### config.mk
export PLATFORM = sky130hd
export DESIGN_NAME = pwm_demod
export DESIGN_NICKNAME = d
export VERILOG_FILES = /design/src/rtl/pwm_demod_pkg.sv /design/src/rtl/pwm_demod_sync_rise_det.sv /design/src/rtl/pwm_demod.sv
export SDC_FILE = /design/constraint.sdc
export NUM_CORES = 1
export LEC_CHECK = 0
export ABC_AREA = 1
export CAP_MARGIN = 20
export CORE_MARGIN = 10
export CORE_UTILIZATION = 52
export CTS_BUF_LIST = sky130_fd_sc_hd__clkbuf_16
export DETAILED_ROUTE_END_ITERATION = 10
export GPL_TIMING_DRIVEN = 0
export MAX_ROUTING_LAYER = met4
export PLACE_DENSITY_LB_ADDON = 0.1
export SLEW_MARGIN = 30
export SYNTH_ARGS = -nofsm -noshare
export SYNTH_HDL_FRONTEND = slang
export SYNTH_SLANG_ARGS = --single-unit
### constraint.sdc
create_clock -name clk -period 1.91 [get_ports clk]
set_clock_uncertainty 0.15 [all_clocks]
set_input_delay 0.573 -clock clk [delete_from_list [all_inputs] [get_ports clk]]
set_output_delay 0.573 -clock clk [all_outputs]
set_load 0.05 [all_outputs]
### src/rtl/pwm_demod_pkg.sv
// Shared types and helpers for the PWM period/high-time demodulator.
package pwm_demod_pkg;

  typedef enum logic {
    IDLE    = 1'b0,
    MEASURE = 1'b1
  } state_t;

  // Largest count a WIDTH-bit cycle counter may reach before a period is declared lost.
  function automatic int max_cnt(input int width);
    return (1 << width) - 1;
  endfunction

endpackage

### src/rtl/pwm_demod_sync_rise_det.sv
// Two-flop synchronizer for the asynchronous PWM input plus an edge flop
// producing a single-cycle rising-edge pulse in the clk domain.
module sync_rise_det (
  input  logic clk,
  input  logic rst,
  input  logic d,
  output logic level,
  output logic rise
);

  logic s1;
  logic s2;
  logic s3;

  // NOTE: sequential state uses non-blocking assignments so every flop samples the pre-edge values.
  always_ff @(posedge clk or posedge rst) begin
    if (rst) begin
      s1 <= 1'b0;
      s2 <= 1'b0;
      s3 <= 1'b0;
    end else begin
      s1 <= d;
      s2 <= s1;
      s3 <= s2;
    end
  end

  assign level = s2;
  assign rise  = s2 & ~s3;

endmodule

### src/rtl/pwm_demod.sv
// Measures an incoming PWM train: period (rise to rise) and high time in clk
// cycles, with a one-cycle valid per period and a timeout when edges stop.
module pwm_demod
  import pwm_demod_pkg::*;
#(
  parameter int WIDTH = 6
) (
  input  logic             clk,
  input  logic             rst,
  input  logic             en,
  input  logic             pwm_in,
  output logic [WIDTH-1:0] period,
  output logic [WIDTH-1:0] high_time,
  output logic             valid,
  output logic             timeout,
  output logic             busy
);

  localparam int               MAX_I   = max_cnt(WIDTH);
  localparam logic [WIDTH-1:0] CNT_MAX = MAX_I[WIDTH-1:0];
  localparam logic [WIDTH-1:0] CNT_ONE = WIDTH'(1);

  logic level;
  logic rise;

  sync_rise_det u_sync (
    .clk   (clk),
    .rst   (rst),
    .d     (pwm_in),
    .level (level),
    .rise  (rise)
  );

  state_t           state;
  state_t           state_n;
  logic [WIDTH-1:0] pcnt;
  logic [WIDTH-1:0] pcnt_n;
  logic [WIDTH-1:0] hcnt;
  logic [WIDTH-1:0] hcnt_n;
  logic [WIDTH-1:0] period_n;
  logic [WIDTH-1:0] high_n;
  logic             valid_n;
  logic             timeout_n;

  always_ff @(posedge clk or posedge rst) begin
    if (rst) begin
      state     <= IDLE;
      pcnt      <= '0;
      hcnt      <= '0;
      period    <= '0;
      high_time <= '0;
      valid     <= 1'b0;
      timeout   <= 1'b0;
    end else begin
      state     <= state_n;
      pcnt      <= pcnt_n;
      hcnt      <= hcnt_n;
      period    <= period_n;
      high_time <= high_n;
      valid     <= valid_n;
      timeout   <= timeout_n;
    end
  end

  // NOTE: every signal driven here gets a default first, so no path can infer a latch.
  always_comb begin
    state_n   = state;
    pcnt_n    = pcnt;
    hcnt_n    = hcnt;
    period_n  = period;
    high_n    = high_time;
    valid_n   = 1'b0;
    timeout_n = 1'b0;

    case (state)
      IDLE: begin
        pcnt_n = '0;
        hcnt_n = '0;
        if (rise && en) begin
          state_n = MEASURE;
          pcnt_n  = CNT_ONE;
          hcnt_n  = CNT_ONE;
        end
      end

      MEASURE: begin
        if (!en) begin
          state_n = IDLE;
          pcnt_n  = '0;
          hcnt_n  = '0;
        end else if (rise) begin
          // A rise on the final count still closes a valid period, so it wins over timeout.
          period_n = pcnt;
          high_n   = hcnt;
          valid_n  = 1'b1;
          pcnt_n   = CNT_ONE;
          hcnt_n   = CNT_ONE;
        end else if (pcnt == CNT_MAX) begin
          state_n   = IDLE;
          timeout_n = 1'b1;
          pcnt_n    = '0;
          hcnt_n    = '0;
        end else begin
          pcnt_n = pcnt + CNT_ONE;
          hcnt_n = hcnt + WIDTH'(level);
        end
      end

      default: begin
        state_n = IDLE;
        pcnt_n  = '0;
        hcnt_n  = '0;
      end
    endcase
  end

  assign busy = (state == MEASURE);

endmodule
==> Word-level counts from Yosys, hierarchy flattened <==
Cells that the tools add are included.
{ "totals": {"reg_bits": 30, "latchBits": 0, "ram_bits": 0, "rom_bits": 0, "in_bits": 4, "out_inout_bits": 15, "wordCells": 39, "memories": 0} }
{ "op_classes": {"addsub": 2, "mul": 0, "div": 0, "n_lt_le_gt_ge": 0, "eq_ne": 1, "shifts": 0, "n_mux": 21, "n_bitwise": 3, "n_reduce_logical": 2} }
{ "op_table": {"columns": ["operator", "n"], "rows": [
  ["2-to-1 mux 6 bit", 6],
  ["case mux 6 bit (2 select lines)", 2],
  ["2-to-1 mux 1 bit", 12],
  ["adder 6 x 1 -> 6 bit", 1],
  ["adder 6 x 1 -> 6 bit (second input constant)", 1],
  ["equality test 6 bit (second input constant)", 1],
  ["AND reduction 3 bit", 1],
  ["inverter 1 bit", 2],
  ["case mux 1 bit (2 select lines)", 1],
  ["AND 1 bit", 1],
  ["logical AND 1 bit", 1]
]} }

==> Logic depth before layout (Yosys ltp) <==
{ "logic_depth": {"ltp_word": 5, "mapped_depth": 7} }

==> By module <==
From an unflattened synthesis, not the netlist that was laid out.
{ "unflattened": {"cells_unflattened": 125, "hier_area_um2": 1214.9} }
{ "modules_own_cells": {"columns": ["module", "n_inst", "cells_per_inst", "area_each_um2", "seq_area_each_um2"], "rows": [
  ["pwm_demod", 1, 119, 1126.1, 675.6],
  ["sync_rise_det", 1, 6, 88.8, 75.1]
]} }

==> Least setup slack after synthesis <==
Ideal clock, no wire load.
{ "synth_path": {"path_type": "register -> register", "start": "register state (netlist: busy)", "end": "register pcnt[5]", "setup_time_ns": 0.069, "arrival_ns": 1.205, "required_ns": 1.691, "slack_ns": 0.486, "stages_incl_launch_ff": 7, "path_buffers": 0, "synth_period_minus_slack_ns": 1.424, "cell_sequence": "dfrtp_1 > nand2_1 > clkinv_2 > nand2_4 > nor2_2 > inv_4 > nor2_2"} }
{ "synth_between": {"elab_chain_cells": 2} }
{ "synth_rtl": {"columns": ["element", "line", "source"], "rows": [
  ["start: declaration", "pwm_demod.sv:34", "state_t state;"],
  ["start signal: assignment", "pwm_demod.sv:55", "state <= state_n;"],
  ["inverter 1 bit", null, null],
  ["case mux 6 bit (2 select lines) (*)", "pwm_demod.sv:75", "case (state)"],
  ["net pcnt_n[5]", "pwm_demod.sv:37", "logic [WIDTH-1:0] pcnt_n;"],
  ["end signal: assignment", "pwm_demod.sv:56", "pcnt <= pcnt_n;"],
  ["end: declaration", "pwm_demod.sv:36", "logic [WIDTH-1:0] pcnt;"]
]} }
Mark *: on every way through the listed nets, which the timed path passes. The rest lies on a longest branch.
A chain may end at the register's enable or synchronous reset.

==> Worst setup path after layout <==
{ "layout_path": {"start": "register period[2]", "end": "output period[2]"} }
{ "layout_rtl": {"columns": ["element", "line", "source"], "rows": [
  ["start: declaration", "pwm_demod.sv:12", "output logic [WIDTH-1:0] period,"],
  ["start signal: assignment", "pwm_demod.sv:58", "period <= period_n;"]
]} }
No word-level cell between the ends.

==> results.json <==
{
  "status": "complete, no violations",
  "hold_depth": 0,
  "clk_latency_ns": 0.27,
  "ys_types": 23,
  "synth_mux_area_frac": 0,
  "die_height_um": 69.0,
  "powerDensity_mw_per_mm2": 929,
  "startpoint_type": "register",
  "grt.overflow.total": 0,
  "layout.cells.most_common": "nand2_1",
  "grt_util_all_layers": 0.102,
  "worst-r2r-cell-count": 5,
  "finalNonFillerCells": 179,
  "clkTransAtPathRegs_ns": 0.05,
  "numCtsBuffers": 5,
  "tritoncts": "yes",
  "drtIter0Drc": 34,
  "yosys_warnings": 0,
  "yosys.area_share.simple": 0.244,
  "antenna_cells": 0,
  "clock_sinks": 30,
  "cp_top_family": "buffers and inverters",
  "postSynthAreaPerCell_um2": 9.91,
  "start_util": 0.554,
  "final_cell_mix": "nand2_1, dfrtp_1, dlygate4sd2_1",
  "synth_nets": 133,
  "drc": 0,
  "tightest_slew_ns": 0.606,
  "grt_max_degree": 31,
  "ys_top_cells_by_area": "dfrtp_1, nand2_1, nor2_1",
  "numPortBuffers": 18,
  "p_leak_uw": 0.000852,
  "ff2ff_setup_slack_ns": 0.45,
  "drive_gt1_frac": 0.139,
  "via_count": 873,
  "yosysSeqAreaShare": 0.601,
  "synth_compound_area_frac": 0.0381,
  "final_nets": 158,
  "drv_slew": 0,
  "vias_per_cell": 4.88,
  "min_to": "u_sync.level",
  "hold_path_class": "register to register",
  "ys_seq_elements": 30,
  "fp-row-count": 17,
  "antenna_found_initial": 0,
  "max_slew_margin": 0.596,
  "place.gp.congestion": 0.705,
  "rr_endpoint": "hcnt[4]",
  "htree_levels": 2,
  "areaGrowthSynthToFinish_pct": 26.5,
  "cp.buffers_inverters": 1,
  "hold_violations": 0,
  "r2r_start": "u_sync.level",
  "max_stage_delay_ns": 0.53,
  "worstSetupEndpointType": "output pin",
  "multi_input_area_um2": 434,
  "synthXorXnorAreaFrac": 0.0351,
  "dp_cells": 172,
  "hp-start": "u_sync.s1",
  "die-area_mm2": 0.00476,
  "setup_viol": 0,
  "synth_top_family_by_area": "simple AND/OR/NAND/NOR gates",
  "fmax_mhz": 535,
  "critPathRequiredTime_ns": 1.19,
  "yosys.area.top_type": "dfrtp_1",
  "syn_inst": 126,
  "dp_hpwl_um": 1510,
  "nFillCells": 195,
  "firstDrtPassIters": 4,
  "die_w_um": 69.0,
  "yosysTopAreaCellShare": 0.601,
  "cts-root-buf": "clkbuf_16",
  "cts_max_path_buffers": 2,
  "fin_crit_ns": 1.87,
  "wl_per_cell_um": 12.6,
  "cp.arrival_ns": 1.15,
  "io_pins": 19,
  "finalCritPeriodShare": 0.978,
  "core-area_mm2": 0.00225,
  "ir_worst_vdd_v": 0.000677,
  "critical_path_class": "register to output pin",
  "crit_chain": "dlygate4sd2_1",
  "rsz0062_at_grt": "false",
  "cts_hold_buf": 0,
  "wirelength_um": 2250,
  "cts_setup_buffers": 0,
  "seq_area_um2": 751,
  "first_global_vias": 909,
  "critPathSlowestCell": "dlygate4sd2_1",
  "worst-path-max-fanout": 2,
  "ant_nets": 0,
  "syn-cell-area_mm2": 0.00125,
  "setup_tns_ns": 0,
  "max_cap_viol_count": 0,
  "grt_pass1_wl_um": 3940,
  "timing.hold.ws_ns": 0.202,
  "synthAdderAreaFrac": 0.0301
}
## metal layers
metal	share of wire	track usage	wire length, µm
met1	0.45	0.103	1010
met2	0.46	0.159	1030
met4	0.0080	0.0466	18
met5	0	-	0
met3	0.085	0.0528	190
## cell families (layout without fill, tap and decap cells)
group / count (synthesis) / in the layout
AOI/OAI and AO/OA: 8 / 8
xor gates and xnor gates: 5 / 5
adders and majority gates: 3 / 3
buffers and inverters: 14 / 39
DFF: 30 / 30
and+or+nand+nor: 66 / 66
## power by group
group / switching (µW) / leakage, µW / internal (µW)
sequential: 9.71 / 0.000408 / 654
clock: 238 / 0.0000723 / 462
combinational: 75.9 / 0.000372 / 28.2
## registers in the layout, indices dropped and copies added (netlist names)
signal / cells
period: 6
u_sync.level: 1
pcnt: 6
hcnt: 6
u_sync.s1: 1
busy: 1
high_time: 6
valid: 1
timeout: 1
u_sync.s3: 1
## area by class of cell
class | instances | area share
Sequential cell | 30 | 0.475
Multi-Input combinational cell | 82 | 0.275
Clock inverter | 2 | 0.00475
Buffer | 1 | 0.00713
Inverter | 13 | 0.0333
Tap cell | 28 | 0.0222
Timing Repair Buffer | 18 | 0.103
Clock buffer | 5 | 0.0792
## synthesized netlist by cell type
cell type	number
a21oi_1	1
buf_6	1
clkinv_2	1
dfrtp_1	30
ha_1	3
inv_1	10
inv_2	1
inv_4	1
nand2_1	42
nand2_2	1
nand2_4	2
nand3_1	3
nand3_2	1
nand3_4	1
nor2_1	11
nor2_2	3
nor2_4	1
nor3_1	1
o21ai_0	4
o21ai_1	1
o21ai_2	2
xnor2_1	2
xor2_1	3
## stage by stage
step                      setup slack [ns]  power, µW   util  instance area, µm²
after global routing               0.00170       1520  0.700                1580
after CTS                           0.0335       1480  0.700                1580
after global placement              -0.158        784  0.649                1460
after floorplan                      0.486        748      -                1250
after detailed placement            0.0426        786  0.649                1460
final                               0.0415       1470  0.700                1580
## what timing repair did
action                     4_1_cts  5_1_grt
cloned                           0        0
resized for setup               15        1
setup endpoints to repair       15        1
## worst max path at each step
stage | start | end | slack (ns) | cells past startpoint
after floorplan | busy | pcnt[5] | 0.49 | 6
after global placement | rst | period[3] | -0.16 | 2
after detailed placement | busy | busy | 0.04 | 1
after CTS | busy | busy | 0.03 | 1
after global routing | period[5] | period[5] | 0.002 | 1
final | period[2] | period[2] | 0.04 | 1
Power figures use the tool's default switching activity.
